$ cat src/rtl/exec_pipe.sv
// exec_pipe: single-issue execute stage. Decodes one op per accept, computes
// the ALU result, branch target and decision, and holds the outcome until the
// consumer takes it. Logical shifts either complete in the accept cycle or run
// on an iterative 1-bit-per-cycle shifter, depending on SHIFT_ITER.
//
// Handshake: an op transfers in on a clk edge where in_valid & in_ready. A
// result transfers out on a clk edge where out_valid & out_ready. Once
// out_valid is high, the outputs hold until that transfer happens.
module exec_pipe #(
  parameter int DATA_W     = 16,
  parameter int PC_W       = 14,
  parameter int IMM_W      = 7,
  parameter int SHIFT_ITER = 1
) (
  input  logic              clk,
  input  logic              reset,
  input  logic              flush,
  input  logic              in_valid,
  output logic              in_ready,
  input  logic [4:0]        ctrl_in,
  input  logic [4:0]        dest_index_in,
  input  logic [DATA_W-1:0] reg1_data,
  input  logic [DATA_W-1:0] reg2_data,
  input  logic [PC_W-1:0]   npc,
  input  logic [IMM_W-1:0]  immediate,
  output logic              out_valid,
  input  logic              out_ready,
  output logic [4:0]        ctrl_out,
  output logic [4:0]        dest_index_out,
  output logic [DATA_W-1:0] result_out,
  output logic [DATA_W-1:0] store_data_out,
  output logic [PC_W-1:0]   target,
  output logic              branch_taken,
  output logic              dest_reg_write_en,
  output logic              zf,
  output logic              gf,
  output logic              lf,
  output logic              busy
);

  localparam int CNT_W = $clog2(DATA_W + 1);

  localparam logic [1:0] IDLE  = 2'd0;
  localparam logic [1:0] SHIFT = 2'd1;
  localparam logic [1:0] HOLD  = 2'd2;

  localparam logic [3:0] OP_SUB    = 4'h1;
  localparam logic [3:0] OP_ADD    = 4'h2;
  localparam logic [3:0] OP_ADDI   = 4'h3;
  localparam logic [3:0] OP_SHLLI  = 4'h4;
  localparam logic [3:0] OP_SHRLI  = 4'h5;
  localparam logic [3:0] OP_JUMP   = 4'h6;
  localparam logic [3:0] OP_JUMPL  = 4'h7;
  localparam logic [3:0] OP_JUMPG  = 4'h8;
  localparam logic [3:0] OP_JUMPE  = 4'h9;
  localparam logic [3:0] OP_JUMPNE = 4'hA;
  localparam logic [3:0] OP_CMP    = 4'hB;
  localparam logic [3:0] OP_LOAD   = 4'hC;
  localparam logic [3:0] OP_LOADI  = 4'hD;
  localparam logic [3:0] OP_STORE  = 4'hE;
  localparam logic [3:0] OP_MOV    = 4'hF;

  logic [1:0]        state;
  logic [DATA_W-1:0] shift_val;
  logic [DATA_W-1:0] shift_nxt;
  logic [CNT_W-1:0]  shift_cnt;
  logic              shift_left;

  logic [3:0]        op;
  logic [31:0]       shamt;
  logic [DATA_W-1:0] imm_sext;
  logic [DATA_W-1:0] imm_zext;
  logic [PC_W-1:0]   pc_off;
  logic [DATA_W-1:0] alu_res;
  logic [PC_W-1:0]   target_d;
  logic              taken_d;
  logic              wen_d;
  logic              is_jump;
  logic              iter_d;
  logic [CNT_W-1:0]  iter_cnt;
  logic              accept;

  assign op       = ctrl_in[3:0];
  assign shamt    = 32'(immediate);
  assign imm_sext = DATA_W'($signed(immediate));
  assign imm_zext = DATA_W'(immediate);
  assign pc_off   = PC_W'($signed(immediate));

  // Flush blocks acceptance; SHIFT never accepts; HOLD accepts only when the
  // held result leaves on the same edge.
  assign in_ready  = !flush && ((state == IDLE) || ((state == HOLD) && out_ready));
  assign accept    = in_valid && in_ready;
  assign out_valid = (state == HOLD);
  assign busy      = (state == SHIFT);

  assign is_jump  = (op >= OP_JUMP) && (op <= OP_JUMPNE);
  assign target_d = is_jump ? (npc + pc_off) : '0;

  // Shifts by a zero amount finish in one cycle like any other op.
  assign iter_d   = (SHIFT_ITER != 0) && ((op == OP_SHLLI) || (op == OP_SHRLI))
                    && (immediate != '0);
  assign iter_cnt = (shamt >= DATA_W) ? CNT_W'(DATA_W) : CNT_W'(shamt);

  assign shift_nxt = shift_left ? (shift_val << 1) : (shift_val >> 1);

  // Single-cycle ALU result for the op being offered.
  always_comb begin
    alu_res = '0;
    case (op)
      OP_SUB:                     alu_res = reg1_data - reg2_data;
      OP_ADD:                     alu_res = reg1_data + reg2_data;
      OP_ADDI, OP_LOAD, OP_STORE: alu_res = reg1_data + imm_sext;
      OP_SHLLI:                   alu_res = (shamt >= DATA_W) ? '0 : (reg1_data << shamt);
      OP_SHRLI:                   alu_res = (shamt >= DATA_W) ? '0 : (reg1_data >> shamt);
      OP_LOADI:                   alu_res = imm_zext;
      OP_MOV:                     alu_res = reg2_data;
      default:                    alu_res = '0;
    endcase
  end

  // Branch decision uses the flags as registered before this op's accept edge.
  always_comb begin
    taken_d = 1'b0;
    case (op)
      OP_JUMP:   taken_d = 1'b1;
      OP_JUMPL:  taken_d = lf;
      OP_JUMPG:  taken_d = gf;
      OP_JUMPE:  taken_d = zf;
      OP_JUMPNE: taken_d = !zf;
      default:   taken_d = 1'b0;
    endcase
  end

  // Register-file write enable for ops that produce a register value.
  always_comb begin
    wen_d = 1'b0;
    case (op)
      OP_SUB, OP_ADD, OP_ADDI, OP_SHLLI, OP_SHRLI,
      OP_LOAD, OP_LOADI, OP_MOV: wen_d = 1'b1;
      default:                   wen_d = 1'b0;
    endcase
  end

  // Control FSM, iterative shifter, output registers and flag register.
  always_ff @(posedge clk) begin
    if (reset) begin
      state             <= IDLE;
      shift_val         <= '0;
      shift_cnt         <= '0;
      shift_left        <= 1'b0;
      ctrl_out          <= '0;
      dest_index_out    <= '0;
      result_out        <= '0;
      store_data_out    <= '0;
      target            <= '0;
      branch_taken      <= 1'b0;
      dest_reg_write_en <= 1'b0;
      zf                <= 1'b0;
      gf                <= 1'b0;
      lf                <= 1'b0;
    end else if (flush) begin
      state <= IDLE;
    end else if (accept) begin
      ctrl_out          <= ctrl_in;
      dest_index_out    <= dest_index_in;
      store_data_out    <= reg2_data;
      target            <= target_d;
      branch_taken      <= taken_d;
      dest_reg_write_en <= wen_d;
      if (op == OP_CMP) begin
        zf <= (reg1_data == reg2_data);
        lf <= (reg1_data < reg2_data);
        gf <= (reg1_data > reg2_data);
      end
      if (iter_d) begin
        state      <= SHIFT;
        shift_val  <= reg1_data;
        shift_cnt  <= iter_cnt;
        shift_left <= (op == OP_SHLLI);
      end else begin
        state      <= HOLD;
        result_out <= alu_res;
      end
    end else begin
      case (state)
        SHIFT: begin
          shift_val <= shift_nxt;
          shift_cnt <= shift_cnt - CNT_W'(1);
          if (shift_cnt == CNT_W'(1)) begin
            state      <= HOLD;
            result_out <= shift_nxt;
          end
        end
        HOLD: begin
          if (out_ready) state <= IDLE;
        end
        default: state <= IDLE;
      endcase
    end
  end

endmodule

$ cat config.mk
export PLATFORM = sky130hd
export DESIGN_NAME = exec_pipe
export DESIGN_NICKNAME = d
export VERILOG_FILES = /design/src/rtl/exec_pipe.sv
export SDC_FILE = /design/constraint.sdc
export NUM_CORES = 1
export LEC_CHECK = 0
export CORE_MARGIN = 5
export CORE_UTILIZATION = 50
export CTS_CLUSTER_DIAMETER = 60
export CTS_CLUSTER_SIZE = 25
export DETAILED_ROUTE_END_ITERATION = 6
export PLACE_DENSITY_LB_ADDON = 0.15
export SYNTH_ARGS = -nofsm -noshare
export SYNTH_HDL_FRONTEND = slang
export SYNTH_SLANG_ARGS = --single-unit
$ cat constraint.sdc
create_clock -name clk -period 3.7 [get_ports clk]
set_clock_uncertainty 0.1 [all_clocks]
set_input_delay 0.555 -clock clk [delete_from_list [all_inputs] [get_ports clk]]
set_output_delay 0.555 -clock clk [all_outputs]
set_load 0.1 [all_outputs]
After elaboration in Yosys (flattened, before gate mapping)
Memory sizes are Yosys's and may differ from the RTL's. A register that Yosys moved wholly into a read port is not among the register bits.
Index checks and enable logic that the tools add are counted.
- reductions and logical operators: 21
- bitwise operators: 1
- add/sub/neg operators: 5
- shift operators: 2
- order comparisons: 5
- eq/ne operators: 23
- mux-type cells: 22
- operator list (cell ; count):
    $mux 16 ; 10
    $pmux 16 s7 ; 1
    $add 16x16->16 ; 2
    $eq 4x4->1 const B ; 8
    $mux 5 ; 4
    $eq 16x16->1 ; 1
    $eq 4x3->1 const B ; 4
    $gt 16x16->1 ; 1
    $lt 16x16->1 ; 1
    $shl 16x7->16 ; 1
    $shr 16x7->16 ; 1
    $sub 16x16->16 ; 1
    $add 14x14->14 ; 1
    $mux 14 ; 1
    $reduce_and 3->1 ; 3
    $eq 4x2->1 const B ; 2
    $mux 2 ; 4
    $ge 7x5->1 const B ; 1
    $reduce_bool 7->1 ; 1
    $ne 3x1->1 const B ; 2
    $eq 5x1->1 const B ; 1
    $logic_and 1x1->1 ; 5
    $pmux 1 s5 ; 1
    $sub 5x1->5 const B ; 1
    other kinds (16) ; 21
- word-level logic and storage cells: 93
- memory bits (read-only): 16
- output and inout bits: 64
- register bits: 84
- memories kept: 1
- memory list (memory ; depth ; bits a word ; read ports ; clocked after memory_dff ; write ports ; line ; RTL):
    (name not given) ; 16 ; 1 ; 1 ; 1 ; 0 ; 137 ; case (op)

Logic depth before layout (Yosys ltp)
Gate-level depths: netlist of the first run.
- depth in word-level cells: 7
- gate-level depth with buffers: 19

Worst setup path after synthesis of the first run
Ideal clock, no wire load.
- path kind: input to register
- from: input port ctrl_in[3]
- to: register result_out[14]
- path buffers: 3
- data arrival time: 3.700 ns
- cell stages on the path: 18
- slack: -0.232 ns
- data required time: 3.467 ns
- cell sequence: clkbuf_1 > nor2_1 > a31oi_1 > clkbuf_1 > clkbuf_1 > nand2_1 > o21ai_0 > ha_1 > inv_1 > fa_1 > nand3b_1 > a21oi_1 > o31a_1 > o21ai_0 > o21ai_0 > mux2i_1 > a221oi_1 > nor4_1
- longest elaborated chain between the ends: 5
- RTL lines (what ; line ; RTL):
    start: declaration ; 20 ; input logic [4:0] ctrl_in,
    $eq 4x2->1 (tied with other cells) ; 109 ; case (op)
    $reduce_or 3->1 or $logic_or 1x1->1 (tied branches) ; 109, 100 ;
    $pmux 16 s7 or $logic_and 1x1->1 (tied branches) ; 109, 101 ;
    $mux 16 or $ne 2x2->1 (tied branches) ; n/a ;
    $mux 16 or $reduce_and 4->1 (tied branches) ; n/a ;
    end signal: assignment ; 182 ; result_out <= alu_res;
    end signal: assignment ; 191 ; result_out <= shift_nxt;
    end: declaration ; 30 ; output logic [DATA_W-1:0] result_out,
Parallel ways exist; a longest one is shown, timed or not. The select of a mux whose other input is x is not followed.
A chain may end at the register's enable or synchronous reset.

Worst setup path after layout of the first run
- from: input port reg1_data[0]
- to: register result_out[6]
- longest elaborated chain between the ends: 5
- RTL lines (what ; line ; RTL):
    start: declaration ; 22 ; input logic [DATA_W-1:0] reg1_data,
    parallel branches: the longest is 2 deep, another holds $add 16x16->16 ; n/a ;
    $pmux 16 s7 * ; 109 ;
    $mux 16 * ; 175 ; if (iter_d) begin
    $mux 16 * ; 163 ; end else if (accept) begin
Every way passes the cells marked *. The select of a mux whose other input is x is not followed.

==> results of run 1 <==
==> where the power goes <==
| part | switching [mW] | total (mW) | leakage, nW | internal, mW |
|---|---|---|---|---|
| Combinational | 0.784 | 1.29 | 3.30 | 0.506 |
| Clock | 0.450 | 0.990 | 0.151 | 0.541 |
| Sequential | 0.0170 | 0.961 | 0.690 | 0.944 |
| Total | 1.25 | 3.24 | 4.14 | 1.99 |
==> cell usage in the layout (no fill, tap or decap), drive strengths merged, types with 7 or more instances in the layout <==
cell type      count
and3               8
nor3              41
a221oi            17
mux2i             42
a21o              22
o211ai             7
xnor2             18
ha                49
nor2b              7
a21oi            110
a22oi             16
nand2            118
o21a               9
a2111oi            7
dfxtp             85
xor2              14
o21ai             52
mux2              11
nor2             122
nand2b            18
clkdlybuf4s50    123
inv               42
buf              116
clkbuf             9
a211oi            28
nand3             25
==> repair_timing <==
item / 4_1_cts / 5_1_grt
resized for setup: 10 / 17
cloned: 0 / 0
pin swaps: 1 / 5
setup endpoints to repair: 8 / 12
endpoints found under the hold margin: 0 / 0
setup buffers: 0 / 2
==> sequential cells by signal, indices dropped and copies added, names as in the netlist, 2 cells and up <==
name and count:
store_data_out 16, shift_val 16, dest_index_out 5, ctrl_out 5, shift_cnt 5, result_out 16
state 2, target 14
==> stage by stage <==
step	power (mW)	worst slack (ns)	setup TNS [ns]	util (%)	area (sq um)
3_3_place_gp	2.22	-0.422	-3.01	64.7	9790
6_report	3.24	0.207	0	67.4	10200
3_5_place_dp	2.22	-0.530	-4.04	64.7	9790
5_1_grt	3.38	0.109	0	67.4	10200
2_1_floorplan	1.78	0.0187	0	-	7690
4_1_cts	3.22	0.0112	0	67.0	10100
==> worst max-delay path: cells and delay by family <==
family | cells | cell delay (ns)
buf+inv | 4 | 0.81
fa+ha+maj | 2 | 0.57
simple gates | 2 | 0.31
xor+xnor | 1 | 0.13
compound gates | 5 | 1.21
==> final timing paths <==
kind                            depth (start not counted)  slack [ns]         startpoint           endpoint
worst max-delay path                                   14        0.21       reg1_data[0]      result_out[6]
worst min-delay path                                    2        0.35  store_data_out[7]  store_data_out[7]
worst max register to register                          7        1.22         shift_left      result_out[7]
worst min register to register                          2        0.35  store_data_out[7]  store_data_out[7]
==> layout make-up <==
| class | instances | area (sq um) | area share, % |
|---|---|---|---|
| Clock inverter | 7 | 91.3 | 0.894 |
| Clock buffer | 9 | 225 | 2.20 |
| Tap cell | 188 | 235 | 2.30 |
| Timing Repair Buffer | 243 | 2180 | 21.4 |
| Inverter | 40 | 150 | 1.47 |
| Multi-Input combinational cell | 848 | 5620 | 55.1 |
| Sequential cell | 85 | 1700 | 16.7 |
| Antenna cell | 1 | 2.50 | 0.0245 |
==> per-layer routing <==
| metal | vias up | track usage [%] |
|---|---|---|
| li1 | 4173 | - |
| met1 | 4107 | 45.9 |
| met2 | 451 | 50.3 |
| met3 | 73 | 6.11 |
| met4 | 0 | 11.3 |
| met5 | - | 0 |
==> cell families (layout without fill, tap and decap cells) <==
group                    after synthesis  count (layout)  share of synthesized area, %
adder cells (fa/ha/maj)               52              52                          8.76
XOR/XNOR                              32              32                          3.65
AND/OR/NAND/NOR                      379             379                          22.4
AO/OA/AOI/OAI                        326             326                          28.3
buffers and inverters                106             299                          5.88
flip-flops                            85              85                          22.2
multiplexers                          59              59                          8.85
other                                  0               1                             0
==> metrics, run 1 <==
startpoint type of the worst setup path=input port; Synth Area per Inst=between 7 and 8 sq um; number of global-route vias before repair=8,199; GRT Util Overall=32.7%; cts hold-fix bufs=0; share of cells above drive strength 1=14.9%; DRT Pass-1 Iters=6; drc violations=0; Post-synth top cells=nor2_1 (120), nand2_1 (118), a21oi_1 (110), dfxtp_1 (85), o21ai_0 (52); fin. max-slew vios=0; H-Tree Depth=3; Min-Delay Path Class=flop to flop; largest net degree at the start of global routing=78; first-pass GRT wire length=~46,000 um; crit path cell chain=clkdlybuf4s50_1 > inv_1 > ha_1 > inv_1 > fa_1 > a21o_1 > a221oi_2 > buf_4 > xnor2_1 > nor2_1 > a221oi_1 > nand3b_1 > a21oi_1 > a211oi_1; DR WL met3=2730 um; max incr delay on CP=around 0.48 ns; max-cap viol count=0; Fin. Hold Viols=0; Max FO, Critical Path=4; Data arrival, critical path=3.59 ns; top cell type's share of synthesized area=22.2%; Iter 0 DRT Violations=1,106; endpoints failing setup=0; WS Path Type=input port to flop; initial antenna violation count=0; clk buf depth=2; met2 wire length=around 13,000 um; Root Buffer=clkbuf_16; io pins=132; Core Rows=between 40 and 50; area delta synth->final=33.0%; Max VDD drop=~0.00022 V; port bufs=roughly 130; Synth Flop Type=dfxtp_1; async set or reset register ratio after synthesis=0%; RSZ-0062 raised after global routing=no; Reg clk slew, reported paths=0.07 ns; most used cell, CP=inv_1; chip height=~130 um; Leakage=slightly above 4 nW; WL per Instance=~21 um; register area share after synthesis=between 20% and 30%; Synth Register Bits=85; Clock Latency Late Sink=around 0.36 ns; hpwl dp=23,500 um; minimum clock period=~3.5 ns; top sig layer=met4; area leader, netlist=dfxtp_1; fin cells=1,421; number of nets in the layout=1,347; Synth cell types=73; Data required, critical path=~3.8 ns; EDFF count, synth=0; Post-Place Cells=about 1,400; Via density=between 6 and 7; syn_nets=1,159; CTS tree=built; status=completed; CP max-delay cell=clkdlybuf4s50_1; fin crit share=94.4%; Post-Route WL=30,200 um; DRT antenna net count=0; chip width=approximately 130 um; Placer Congestion=1.04; Final Hold Slack=around 0.35 ns; most frequent cell after synthesis=nor2_1; Warnings, synthesis=0; filler instances=about 1,400; die area=17,900 sq um; Power Density=roughly 320 nW/um^2; critical path endpoint category=flop; starting density of the core=slightly above 50%; worst slew pin tran=1.03 ns; Syn Inst Count=between 1,000 and 1,500; synthesized area=between 7000 and 8000 sq um; Max Freq=approximately 290 MHz; Vias=8,804; synth top area cells=dfxtp_1 (22%), ha_1 (8.0%), a21oi_1 (7.2%); total CTS buffers=9; Relative slew margins=around a third; grt ovf=0; Post-Route M1 WL=about 13,000 um; core footprint=between 15,000 and 20,000 sq um; CTS Sinks=between 80 and 90
Note: power is estimated with default switching activity, not from simulation.
==> inputs of run 2 (changes only) <==
CORE_MARGIN = 8   (was 5)
==> run 2 against run 1 <==
Net effect:
- power up 0.18%
- critical path type unchanged
- critical path depth up 2
- non-clock buffer count grew 3
- sequential share of layout area decreased by 0.051 points
- flip-flop and latch count unchanged
- count of clock-buffer cells in the layout stayed put
- routed wire length is 0.30% higher
==> metrics, run 2 (synthesized netlist as in run 1, its figures left out) <==
status=completed; Leakage=between 4 and 5 nW; chip height=between 100 and 150 um; n_diodes=0; Final WS setup=~0.21 ns; fin. max-slew vios=0; core footprint=between 15,000 and 20,000 sq um; Final Hold Slack=around 0.35 ns; Via density=~6.1; WL per Instance=about 21 um; RSZ-0062 raised after global routing=no; critical path endpoint category=flop; fin crit share=94.3%; Reg clk slew, reported paths=~0.070 ns; Data arrival, critical path=about 3.6 ns; clk buf depth=2; share of cells above drive strength 1=between 15 and 20%; Vias=slightly below 9,000; die area=a little under 20,000 sq um; number of nets in the layout=between 1,000 and 1,500; max-cap viol count=0; Power Density=about 320 nW/um^2; io pins=132; CTS Sinks=between 80 and 90; drc violations=0; Root Buffer=clkbuf_16; DRT antenna net count=0; minimum clock period=3.49 ns; Power, Total=approximately 3.2 mW; chip width=~140 um; commonest non-fill, non-tap cell in the layout=clkdlybuf4s50_1; initial antenna violation count=0; dpl cell area=a little under 10,000 sq um; total CTS buffers=9; Data required, critical path=between 3 and 4 ns; number of global-route vias before repair=a little over 8,000; Max FO, Critical Path=10; grt ovf=0; WS Path Type=input port to flop; Iter 0 DRT Violations=883; GRT Util Overall=a little under a third; endpoints failing setup=0; biggest regs=result_out: 16 flops, shift_val: 16 flops, store_data_out: 16 flops; startpoint type of the worst setup path=input port; most frequent cells in the layout=clkdlybuf4s50_1 (123), nor2_1 (119), nand2_1 (117); Max VDD drop=0.000227 V; Max Freq=~290 MHz; starting density of the core=50.9%; Placer Congestion=0.983; Clock Latency Late Sink=~0.36 ns; Core Rows=45; Min-Delay Path Class=flop to flop; hpwl dp=23,400 um; Design Area, Final=about 10,000 sq um; area delta synth->final=33.4%; largest net degree at the start of global routing=around 80; H-Tree Depth=3; dpl ws=-0.532 ns; first-pass GRT wire length=~46,000 um; port bufs=between 100 and 150; Relative slew margins=approximately 30%; CTS tree=built; DRT Pass-1 Iters=7; worst slew pin tran=around 1.0 ns; Fin. Hold Viols=0; Post-Route WL=between 30,000 and 40,000 um; setup TNS=0 ns
## run 2: cell types whose count changed in the layout (fill, tap and decap cells not counted), sizes merged
cell	delta
dlymetal6s2s	-1
clkinvlp	+1
clkinv	-1
clkbuf	+1
diode	-1
dlygate4sd2	+1
buf	+2
## run 2: routing by layer
layer  vias up  GRT usage (%)  share of wire [%]
met5         -              0                  0
met4         0           11.7                3.5
met3        64           5.13                7.8
met2       370           46.5                 44
met1      4040           40.9                 45
li1       4184              -                  -
## run 2: worst paths after layout
kind	cells after the start	slack (ns)	end	from
worst max-delay path	16	0.21	result_out[11]	ctrl_in[0]
worst min-delay path	2	0.35	store_data_out[5]	store_data_out[5]
worst max register to register	8	1.25	result_out[7]	state[1]
worst min register to register	2	0.35	store_data_out[5]	store_data_out[5]
## run 2: layout make-up
type,instances,area (sq um)
fillers,1359,4840
inverters,40,150
multi-input cells,848,5630
clock buffers,9,225
well taps,188,235
repair buffers,246,2220
clock inverters,7,92.6
flip-flops and latches,85,1700
## run 2: where the power goes
part	internal [mW]	leakage (nW)	switching (mW)
combinational	0.511	3.32	0.789
sequential	0.944	0.690	0.0174
clock	0.541	0.149	0.444
## run 2: what timing repair did
item	4_1_cts	5_1_grt
pin swaps	1	8
setup buffers	0	2
endpoints found under the setup margin	4	9
resized for setup	5	22
hold buffers	0	0
## run 2: critical path: stages
cell           delay [ns]
dlygate4sd2_1        0.30
nor2_2               0.14
a31oi_2              0.07
buf_12               0.16
clkbuf_4             0.18
buf_4                0.19
a21o_1               0.18
ha_1                 0.30
o21ai_0              0.12
a21oi_1              0.21
or4b_4               0.52
nand2_2              0.10
xor2_1               0.07
a221oi_2             0.28
o31a_1               0.17
nor4_1               0.04
## run 2: metrics by stage
stage          instances  utilization (%)
2_1_floorplan       1039                -
3_3_place_gp        1405             65.2
3_5_place_dp        1405             65.2
4_1_cts             1421             67.3
5_1_grt             1423             67.9
6_report            1423             67.9
